===== src/rtl/decoder_nto2n_scan.sv =====
// N-to-2**N decoder with registered one-hot, thermometer, blank and
// self-advancing scan modes; Y polarity is selectable at build time.
module decoder_nto2n_scan #(
    parameter int N          = 3,
    parameter int DWELL      = 4,
    parameter int ACTIVE_LOW = 0
) (
    input  logic              clk,
    input  logic              rst,
    input  logic              en,
    input  logic [1:0]        mode,
    input  logic [N-1:0]      A,
    output logic [(1<<N)-1:0] Y,
    output logic [N-1:0]      idx,
    output logic              wrap
);
    localparam int W  = 1 << N;
    localparam int CW = (DWELL > 1) ? $clog2(DWELL) : 1;
    localparam logic [CW-1:0] DLAST = CW'(DWELL - 1);

    localparam logic [1:0] MODE_DIRECT = 2'b00;
    localparam logic [1:0] MODE_THERM  = 2'b01;
    localparam logic [1:0] MODE_SCAN   = 2'b10;

    // y_raw is always active-high; polarity is applied only at the pin
    logic [W-1:0]  y_raw;
    logic [CW-1:0] dcnt;
    logic          scan_active;

    logic [N-1:0]  idx_nxt;
    logic [W-1:0]  onehot_a;
    logic [W-1:0]  therm_a;
    logic [W-1:0]  onehot_nxt;

    assign idx_nxt = idx + N'(1);

    always_comb begin
        onehot_a   = '0;
        therm_a    = '0;
        onehot_nxt = '0;
        for (int i = 0; i < W; i++) begin
            onehot_a[i]   = (A == N'(i));
            therm_a[i]    = (N'(i) <= A);
            onehot_nxt[i] = (idx_nxt == N'(i));
        end
    end

    always_ff @(posedge clk or posedge rst) begin
        if (rst) begin
            y_raw       <= '0;
            idx         <= '0;
            wrap        <= 1'b0;
            dcnt        <= '0;
            scan_active <= 1'b0;
        end else if (!en) begin
            wrap <= 1'b0;
        end else begin
            wrap <= 1'b0;
            if (mode != MODE_SCAN) begin
                scan_active <= 1'b0;
                dcnt        <= '0;
            end
            case (mode)
                MODE_DIRECT: begin
                    y_raw <= onehot_a;
                    idx   <= A;
                end
                MODE_THERM: begin
                    y_raw <= therm_a;
                    idx   <= A;
                end
                MODE_SCAN: begin
                    if (!scan_active) begin
                        scan_active <= 1'b1;
                        dcnt        <= '0;
                        idx         <= A;
                        y_raw       <= onehot_a;
                    end else if (dcnt != DLAST) begin
                        dcnt <= dcnt + CW'(1);
                    end else begin
                        // A is ignored while running; only idx drives the step
                        dcnt  <= '0;
                        idx   <= idx_nxt;
                        y_raw <= onehot_nxt;
                        wrap  <= (idx == {N{1'b1}});
                    end
                end
                default: begin
                    y_raw <= '0;
                end
            endcase
        end
    end

    assign Y = (ACTIVE_LOW != 0) ? ~y_raw : y_raw;

endmodule


===== config.mk =====
export PLATFORM = sky130hd
export DESIGN_NAME = decoder_nto2n_scan
export DESIGN_NICKNAME = d
export VERILOG_FILES = /design/src/rtl/decoder_nto2n_scan.sv
export SDC_FILE = /design/constraint.sdc
export NUM_CORES = 1
export LEC_CHECK = 0
export ABC_AREA = 1
export CORE_MARGIN = 4
export CORE_UTILIZATION = 49
export CTS_BUF_LIST = sky130_fd_sc_hd__clkbuf_8
export CTS_CLUSTER_SIZE = 24
export DETAILED_ROUTE_END_ITERATION = 7
export PLACE_DENSITY = 0.78
export SLEW_MARGIN = 20
export SYNTH_ARGS = -nofsm -noshare
export SYNTH_HDL_FRONTEND = slang
export SYNTH_SLANG_ARGS = --single-unit

===== constraint.sdc =====
create_clock -name clk -period 1.5 [get_ports clk]
set_clock_uncertainty 0.1 [all_clocks]
set_input_delay 0.3 -clock clk [delete_from_list [all_inputs] [get_ports clk]]
set_output_delay 0.3 -clock clk [all_outputs]
set_load 0.01 [all_outputs]

==> impl.org, run 1 <==
** STA
- For the pin with the worst max-slew slack, the measured transition is 323 ps.
- Setup repair after global routing missed its margin :: yes
- Hold violation total from the final report :: 0
- Across all setup checks in the final design, the least slack found is -37.2 ps.
- For this run, the top clock speed supported by timing is 0.651 GHz.
- The tightest hold path in the finished design has a slack of 243 ps.
- Counting I/O delays and the setup requirement, the final critical path takes 1540 ps.
- Crit share post-route :: 1.02
- The final max-slew violation count is 0.
- Total setup violations reported at the end of the flow :: 2
- Slew margin rel. :: 0.782
- After routing, the total negative slack on setup checks comes to -63.0 ps.

** Clocking
- CTS tree :: built
- Latest clock arrival within the worst-skew pair :: 250 ps
- CTS Hold Bufs :: 0
- After clock tree synthesis, the clock-pin slew on the worst setup and hold paths is 60 ps.
- Max Buffers Root-to-Sink :: 2
- TritonCTS created 3 clock buffers.
- In this run the number of H-tree levels came out at 1.
- Clock tree synthesis selected as its root buffer the cell clkbuf_8.
- Counting every sink on the clock net gives 15.

** Logic synthesis
- Most used DFF post-synth :: dfrtp_1
- Share of Yosys cell area claimed by the top area cell type :: 0.334
- By count the netlist is led by nand2_1 (69), nor2_1 (23), inv_1 (17).
- The biggest area contributor in the post-synthesis netlist is dfrtp_1.
- Flops & latches, synth :: 15
- Of all flip-flops after synthesis, the portion carrying an async set or reset was 1.00.
- Seq/Total Area, Yosys :: 0.334
- Most numerous cell in the Yosys netlist :: nand2_1
- Average cell area after synthesis :: 6.58 sq um
- Yosys mapped a number of flops with a built-in enable equal to 0.
- Synthesis produced a netlist with a net count of 187.
- Yosys attributes the largest share of cell area to dfrtp_1 (33%), nand2_1 (23%), ha_1 (8.9%).
- Mapped cell area :: 1120 sq um
- Count of synthesis-stage warnings from yosys :: 0
- Instance count of the mapped netlist :: 171
- The number of different library cells used by synthesis comes to 21.

** Critical path
- Delay contributed by the slowest stage of the critical path :: 420 ps
- Slowest stage cell, crit path :: dfrtp_2
- Cell-by-cell listing of the critical path :: ha_4, ha_4, inv_2, nand3_2, nor2_2, nor2_2, nand3_2, nand2_1, inv_1
- Buffers and inverters on the worst path :: 2
- Data arrives at the worst endpoint at 1590 ps.
- Startpoint type of the worst setup path :: flip-flop
- Of all nets on the critical path, the largest fanout is 4.
- STA puts the critical path data required time at 1550 ps.
- Cell type group with the largest total delay on the critical path :: adder cells
- The critical path is of the reg -> reg type.
- Crit end category :: flip-flop

** Global routing
- The first global-routing pass estimated 5.11 mm of wire.
- Pin count of the biggest net entering global routing :: 16
- In the global route stage, overall resource usage came out at 0.203.
- Global routing finished with a remaining overflow of 0.
- The via count of the first global-routing pass is 1,219.
- Initial antenna violation count :: 0

** Finish
- The multi-input combinational cells in the finished layout cover a total of 717 sq um.
- For this run, the share of the core covered by cells in the final layout is 0.720.
- The finished cells cover 1580 sq um.
- Filler cell count :: 184
- Number of diodes :: 0
- Post-layout instance count excluding filler cells :: 237
- In the final layout, the share of cells above drive strength 1 is 0.234.
- The net count of the finished layout is 226.
- Area Overhead vs Synth :: 40.2%
- Summing all flip-flop and latch instances after layout gives 380 sq um.

** Power and ir drop
- IR drop worst, VDD :: 0.469 mV
- PwrDens :: 796 nW/um^2
- Leakage power of the design :: 0.000856 uW

** Routing
- After detailed routing, the average wire length per cell comes to 13.2 um.
- Wires add up to 3.13 mm.
- Number of DRC markers after the initial detailed-route iteration :: 59
- Via total after detailed routing :: 1,227
- Before antenna repair, the detailed router went through 4 iterations.
- For this run, design rule violations remaining after detail routing come to 0.
- Residual antenna-violating net count after detailed routing :: 0
- Via count normalized by instance count :: 5.18

** Placed design
- Cell area reported after detailed placement :: 1470 sq um
- # placed instances :: 230
- Buffers on Ports :: 19
- Summed over all nets, the half-perimeter wirelength after detailed placement is 2.11 mm.
- RePlAce Congestion :: 0.899

** Die
- Ports :: 20
- The floorplan has 17 rows.
- The die covers 3130 sq um.
- From bottom edge to top edge, the die measures 55.9 um.
- Initial Utilization :: 0.513
- The die is 55.9 um wide.
- Placeable core region :: 2190 sq um

** Run status
- The final reports fail on setup timing.
- Run status :: complete, but fails checks

** Run
- The tool flagged a number of max-cap violations equal to 0.

** Worst hold path
- Min-delay worst type :: in -> async
## stage by stage
| stage | power [uW] | setup WS (ps) |
|---|---|---|
| 2_1_floorplan | 714 | 8.98 |
| 3_3_place_gp | 884 | -258 |
| 3_5_place_dp | 895 | -285 |
| 4_1_cts | 1210 | -52.7 |
| 5_1_grt | 1320 | -111 |
| 6_report | 1260 | -37.2 |
## timing repair
item | 4_1_cts | 5_1_grt
gates resized for setup | 20 | 12
pin swaps | 6 | 12
endpoints found under the setup margin | 17 | 12
setup buffers | 0 | 3
gates cloned | 0 | 0
## registers in the layout, indices dropped and copies added, names as in the netlist
signal	flops
Y	8
idx	3
dcnt	2
scan_active	1
wrap	1
## worst min-delay path, stage by stage
cell and delay (ps):
clkdlybuf4s50_1 390, inv_1 50, buf_4 220
## per-layer routing
metal,global-route usage,up-vias,wire (um)
met3,0.0278,10,184
met2,0.360,48,1610
met5,0,-,0
met4,0.0915,0,99
li1,-,608,-
met1,0.240,561,1240
## area by class of cell
class                   count  share of cell area
multi-input cells         133               0.455
flip-flops and latches     15               0.241
repair buffers             39               0.210
inverters                  18              0.0429
clock buffers               3              0.0262
well taps                  28              0.0222
clock inverters             1             0.00317
## power by group
part	switching, uW	total, uW	internal, uW
combinational	240	434	193
clock	152	336	184
sequential	38.9	486	447
total	431	1260	825
## cells by family after synthesis
group | share of synthesized area
AO/OA/AOI/OAI | 0.0679
XOR/XNOR | 0.00779
adder cells (fa/ha/maj) | 0.0890
buffers and inverters | 0.0923
flip-flops | 0.334
AND/OR/NAND/NOR | 0.409
## cell usage in the layout (no fill, tap or decap)
cell	netlist	layout
nor2_4	2	3
o21ai_1	1	2
ha_4	0	3
o21ai_2	1	1
nor2_2	0	4
nor3_1	1	1
dfrtp_2	0	4
inv_2	1	3
dfrtp_1	15	11
nand4_1	1	1
inv_1	17	15
nand2_2	0	3
xnor2_1	1	1
dlymetal6s2s_1	0	1
o21ai_0	7	6
clkdlybuf4s15_1	0	2
ha_1	8	5
clkinv_2	0	1
a21oi_1	4	3
buf_4	2	20
a21oi_2	0	1
nand2_1	69	66
nand3_1	12	11
clkbuf_8	0	3
o21a_1	1	1
clkdlybuf4s50_1	0	6
nand3_2	1	2
dlygate4sd2_1	0	10
nor2_1	23	18
nand2_4	1	1
## path summary, 6_finish.rpt
kind | to | cells after the start | slack, ps | startpoint
worst max-delay path | Y[0] | 9 | -40 | idx[1]
worst min-delay path | scan_active | 3 | 240 | rst
worst max register to register | Y[0] | 9 | -40 | idx[1]
worst min register to register | Y[2] | 2 | 380 | Y[2]
max in group asynchronous | idx[0] | 3 | 870 | rst
min in group clk | Y[2] | 2 | 380 | Y[2]
Power figures use the tool's default switching activity.
==> inputs of run 2 (changes only) <==
Settings changed: REMOVE_ABC_BUFFERS from default to 1.
==> run 2 against run 1 <==
Net effect: the run still ends with setup timing left; via count fell by 5.9%; design area fell by 3.0%; global-route usage fell by 0.98 points; critical path type is now reg -> out; core utilization fell by 2.2 points; register-to-register slack improved by 30 ps.
==> impl.org, run 2 (synthesis gave the netlist of run 1 again) <==
** Placed design
- # placed instances :: 229 (-0.43%)
- The post-detailed-placement cell area was 1430 sq um (-2.4%).
- The sum of net half-perimeters after detailed placement was 2.16 mm (+2.4%).
- RePlAce Congestion :: 0.839 (-6.6%)
- The number of buffers inserted by port buffering is 19 (unchanged).

** Die
- Initial Utilization :: 0.513 (unchanged)
- The overall die area was 3130 sq um (unchanged).
- The total I/O pin count was 20 (unchanged).
- The total core area came to 2190 sq um (unchanged).
- Chip height :: 55.9 um (unchanged)
- The floorplan row count was 17 (unchanged).
- Horizontal die dimension :: 55.9 um (unchanged)

** Routing
- Remaining DRCs :: 0 (unchanged)
- Detailed Routing Iterations Pass 1 :: 4 (unchanged)
- The number of vias per cell after detailed routing is 4.93 (-4.7%).
- Residual antenna-violating net count after detailed routing :: 0 (unchanged)
- The total vias in the final route came to 1,154 (-5.9%).
- Mean routed wirelength per cell :: 12.4 um (-6.5%)
- The final routed wirelength across all metal layers was 2.89 mm (-7.7%).
- Number of DRC markers after the initial detailed-route iteration :: 21 (-64%)

** Clocking
- The buffer levels on the longest clock path is 2 (unchanged).
- Clock-pin transition on the worst setup and hold timing paths :: 60 ps (about the same)
- TritonCTS built the clock tree.
- The count of hold-fix buffers inserted at cts is 0 (unchanged).
- The clock latency on the worst-skew pair is 250 ps (about the same).
- Clock root cell :: clkbuf_8
- The number of clock sinks came to 15 (unchanged).
- The number of buffers created by CTS was 3 (unchanged).
- H-Tree Depth :: 1 (unchanged)

** Finish
- The post-layout instance area is 1530 sq um (-3.0%).
- Area Overhead vs Synth :: 35.9%
- The count of filler cells inserted in the layout came to 197 (+7.1%).
- The total area of sequential cells was 377 sq um (-0.99%).
- Share of cells above drive strength 1 :: 0.189 (-0.0451)
- Commonest cells after routing, fill and taps aside :: nand2_1 (66), nor2_1 (22), buf_4 (17)
- The antenna cell count was 0 (unchanged).
- The count of nets after finishing was 223 (-1.3%).
- Most common library cell in the layout ignoring fill and taps :: nand2_1
- Flip-flop count of the largest register after layout :: 8 (unchanged)
- The area occupied by multi-input gates was 701 sq um (-2.3%).
- The final instance count without filler cells came to 234 (-1.3%).

** Global routing
- Combined global-route utilization of all metal layers :: 0.193 (-0.00976)
- The total overflow reported by the global router is 0 (unchanged).
- Pin count of the biggest net entering global routing :: 16 (unchanged)
- The wire length of the first global-routing pass was 4.80 mm (-6.1%).
- Vias in the first global route :: 1,111 (-8.9%)
- The initial antenna violation count came to 0 (unchanged).

** STA
- Slew at the pin closest to its max-slew limit :: 270 ps (-53.4 ps)
- The portion of the clock cycle consumed by the worst path in the final layout came to 1.00 (-0.0220).
- Number of pins exceeding their max-slew limit in the final report :: 0 (unchanged)
- Total setup violations reported at the end of the flow :: 1 (-1)
- The time the final worst path needs with I/O delays and setup came to 1500 ps (-33.1 ps).
- Maximum clock frequency :: 0.665 GHz (+2.2%)
- The hold violation count in the final report is 0 (unchanged).
- Setup repair after global routing missed its margin :: yes
- Worst Setup Slack, final :: -4.16 ps (+33.1 ps)
- The setup TNS is -4.16 ps (+58.9 ps).
- Slew margin rel. :: 0.820 (+0.0379)

** Critical path
- Largest fanout on the critical path :: 6 (+2)
- Path type of the worst setup path :: reg -> out
- Endpoint arrival time on the critical path :: 1100 ps (-490 ps)
- Walking the worst path, the cells encountered are buf_4, dlygate4sd2_1.
- Crit path required time :: 1100 ps (-450 ps)
- Startpoint type of the worst setup path :: flip-flop
- The worst setup path is captured at a primary output.
- On the critical path, the stage with the largest delay is an instance of dfrtp_1.
- The setup slack of the worst register-to-register path is -4 ps (+30 ps).
- Buffers and inverters on the worst path :: 2 (unchanged)
- The critical path's largest stage delay was 410 ps (about the same).
- Cell type group with the largest total delay on the critical path :: buffers and inverters

** Run status
- Run status :: complete, but fails checks
- Failing checks :: setup timing

** Run
- Count of maximum capacitance violations :: 0 (unchanged)

** Power and ir drop
- Design Power :: 1220 uW (-2.7%)
- IR drop worst, VDD :: 0.550 mV (+17%)
- PwrDens :: 799 nW/um^2 (+0.34%)
- The leakage component of the power is 0.000843 uW (-1.5%).

** Worst hold path
- Min-delay worst type :: in -> async
run 2: cell types whose count changed in the layout (fill, tap and decap cells not counted), sizes merged:
cell and delta:
buf -3, clkdlybuf4s15 -2, dlygate4sd2 +2, clkbuf +1, clkdlybuf4s50 -1
run 2: final timing paths:
kind                         from           to  cells after the start
hold / removal                rst         Y[6]                      3
hold reg to reg              Y[1]         Y[1]                      2
setup / recovery           idx[0]       idx[0]                      2
setup reg to reg           idx[1]         Y[7]                      8
max in group asynchronous     rst  scan_active                      3
min in group clk             Y[1]         Y[1]                      2
run 2: layout make-up:
class	count	share of cell area
Timing Repair Buffer	36	0.196
Inverter	18	0.0458
Multi-Input combinational cell	133	0.458
Clock inverter	1	0.00327
Clock buffer	3	0.0270
Tap cell	28	0.0229
Sequential cell	15	0.246
run 2: what timing repair did:
item | CTS | global route
pin swaps | 5 | 8
resized for setup | 22 | 8
buffers inserted | 0 | 1
setup endpoints to repair | 18 | 13
cloned | 0 | 0
run 2: metrics by stage:
| stage | worst slack (ps) | utilization | hold WS (ps) |
|---|---|---|---|
| after floorplan | -89.8 | - | 101 |
| after global placement | -248 | 0.654 | 372 |
| after detailed placement | -293 | 0.654 | 371 |
| after CTS | -8.69 | 0.688 | 263 |
| after global routing | -89.6 | 0.698 | 279 |
| final | -4.16 | 0.698 | 259 |
run 2: metal layers:
layer / track usage / wire length (um) / up-vias
met5: 0 / 0 / -
met4: 0.0814 / 35 / 0
met3: 0.0278 / 107 / 4
met2: 0.323 / 1470 / 29
met1: 0.247 / 1280 / 524
li1: - / - / 597
run 2: tightest hold or removal path, delay by kind of cell:
| kind | cells | cell delay, ps |
|---|---|---|
| buf+inv | 3 | 670 |
run 2: power breakdown:
group          switching [uW]  internal [uW]
registers                38.4            445
logic                     231            183
clock network             141            184
==> inputs of run 3 (changes only) <==
Settings changed: PLACE_DENSITY 0.78 to 0.9.
==> run 3 against run 2 <==
Net effect: the run still ends with setup timing left; fmax decreased by 1.7%; final cell count grew 1.3%; via count increased by 7.3%; core utilization up 1.0 points; critical path depth up 7; sequential power is essentially flat; critical endpoint is now Y[0].
==> impl.org, run 3 (synthesis gave the netlist of run 1 again) <==
** Placed design
- The sum of net half-perimeters after detailed placement came to 2.33 mm (+8.0%).
- Setup Slack @ Placement :: -247 ps (+45.6 ps)
- Buffers on Ports :: 19 (unchanged)
- The post-detailed-placement cell area was 1460 sq um (+1.6%).
- The routability-driven placement congestion ratio is 0.856 (+1.9%).

** Die
- Placeable core region :: 2190 sq um (unchanged)
- Placement row count :: 17 (unchanged)
- Ports :: 20 (unchanged)
- Chip height :: 55.9 um (unchanged)
- The overall die area came to 3130 sq um (unchanged).
- The initial standard-cell utilization of the core is 0.513 (unchanged).
- The die span in x was 55.9 um (unchanged).

** STA
- Crit share post-route :: 1.02 (+0.0175)
- Worst Setup Slack, final :: -30.4 ps (-26.2 ps)
- Post-layout min period :: 1530 ps (+26.2 ps)
- The normalized max-slew margin came to 0.812 (-0.00773).
- The setup-violating endpoint count in the final report is 2 (+1).
- Maximum clock frequency :: 0.653 GHz (-1.7%)
- The hold violation count in the final report came to 0 (unchanged).
- The slew at the pin closest to its max-slew limit is 279 ps (+8.64 ps).
- The final max-slew violation count is 0 (unchanged).
- Setup repair after global routing missed its margin :: yes

** Critical path
- The worst setup path is launched from a flip-flop.
- Crit path required time :: 1550 ps (+450 ps)
- On the critical path the largest part of the delay comes from adder cells.
- Among all stages on the critical path, the largest delay is contributed by dfrtp_1.
- The critical path's largest stage delay came to 410 ps (about the same).
- Path type of the worst setup path :: reg -> reg
- Critical R2R Capture :: Y[0]
- The number of cells on the worst reg-to-reg path came to 9 (+1).
- Traced cell by cell, the critical path runs through ha_4, ha_4, inv_1, nand3_2, nor2_1, nor2_1, nand3_2, nand2_1, inv_1.
- Largest fanout on the critical path :: 4 (-2)
- Buffers and inverters on the worst path :: 2 (unchanged)
- The startpoint identified for the worst register-to-register timing path is idx[1].
- The arrival time of the worst setup path came to 1580 ps (+480 ps).
- Crit end category :: flip-flop
- R2r setup slk :: -30 ps (-30 ps)

** Routing
- The final routed wirelength across all metal layers was 3.10 mm (+7.4%).
- Mean routed wirelength per cell :: 13.1 um (+6.0%)
- The residual DRC count was 0 (unchanged).
- The number of vias per cell after detailed routing came to 5.22 (+5.9%).
- The number of iterations in the first detailed-routing pass came to 4 (unchanged).
- The number of routed nets with antenna violations is 0 (unchanged).
- The total vias in the final route was 1,238 (+7.3%).
- Number of DRC markers after the initial detailed-route iteration :: 59 (+180%)

** Global routing
- Total gr overflow :: 0 (unchanged)
- Pin count of the biggest net entering global routing :: 16 (unchanged)
- The via count of the first global-routing pass came to 1,220 (+9.8%).
- The initial antenna violation count is 0 (unchanged).
- Combined global-route utilization of all metal layers :: 0.215 (+0.0224)
- The wire length of the first global-routing pass is 5.37 mm (+12%).

** Run status
- Failing checks :: setup timing
- The run finished, with violations left.

** Worst hold path
- The tightest min-delay check is of the in -> async type.

** Finish
- Post-route cell area :: 1550 sq um (+1.5%)
- Flip-flop count of the largest register after layout :: 8 (unchanged)
- Nets :: 226 (+1.3%)
- Leaving out fill and tap cells, the most frequent cell in the layout is nand2_1.
- In the layout the commonest cells are nand2_1 (68), nor2_1 (22), buf_4 (20).
- From synthesis to final layout, the design area changed by 37.9%.
- Number of diodes :: 0 (unchanged)
- The utilization after layout is 0.708 (+0.0103).
- The share of layout cells above drive strength 1 was 0.172 (-0.0171).

** Clocking
- Inserted Clock Buffers :: 3 (unchanged)
- Max Buffers Root-to-Sink :: 2 (unchanged)
- The clock input transition at the sequential cells of the worst setup and hold paths is 60 ps (about the same).
- In this run the clock root is driven by a clkbuf_8.
- The number of clock sinks came to 15 (unchanged).
- CTS tree :: built
- The CTS H-tree depth was 1 (unchanged).
- The clock latency on the worst-skew pair is 240 ps (about the same).
- The count of hold-fix buffers inserted at cts is 0 (unchanged).

** Run
- The number of violations of the max-capacitance limit came to 0 (unchanged).

** Power and ir drop
- The areal power density over the cells came to 782 nW/um^2 (-2.1%).
- The largest vdd supply drop is 0.664 mV (+21%).
- The leakage component of the power was 0.000865 uW (+2.6%).
## run 3: where the power goes
part           internal [uW]  switching, uW  total, uW
Sequential               445           35.9        480
Clock                    181            136        317
Combinational            187            229        416
## run 3: layout make-up
type | instances | area, sq um
repair buffers | 39 | 333
clock inverters | 1 | 3.75
well taps | 28 | 35.0
fillers | 177 | 639
flip-flops and latches | 15 | 375
multi-input cells | 133 | 696
clock buffers | 3 | 41.3
inverters | 18 | 67.6
## run 3: worst register-to-register path: cells and delay by family, from the launching register on
family	cells	cell delay, ps
and+or+nand+nor	5	360
adders and majority gates	2	480
buffers and inverters	2	80
DFF	1	410
## run 3: per-stage QoR
stage,setup TNS [ps],hold slack [ps],total power (uW),instances
finish,-59.5,249,1210,237
CTS,-30.8,252,1210,236
floorplan,-319,101,681,166
global placement,-2240,365,869,232
detailed placement,-2930,367,885,232
global route,-542,292,1300,237
## run 3: routing by layer
layer,vias to the layer above,share of wire,GRT usage
met5,-,0,0
li1,606,-,-
met1,546,0.39,0.239
met3,17,0.071,0.0719
met2,69,0.50,0.377
met4,0,0.033,0.0847
## run 3: worst max path at each step
stage               startpoint  slack [ps]  cells after the start    to
floorplan               idx[0]         -90                      9  Y[0]
global placement       mode[1]        -210                      7  Y[3]
detailed placement     mode[1]        -250                      7  Y[3]
CTS                     idx[1]         -30                      9  Y[0]
global route            idx[1]        -140                      9  Y[0]
finish                  idx[1]         -30                      9  Y[0]
## run 3: what timing repair did
| item | 4_1_cts | 5_1_grt |
|---|---|---|
| pin swaps | 1 | 2 |
| buffers inserted | 0 | 1 |
| setup endpoints to repair | 18 | 12 |
| endpoints found under the hold margin | 0 | 0 |
| resized for setup | 18 | 7 |
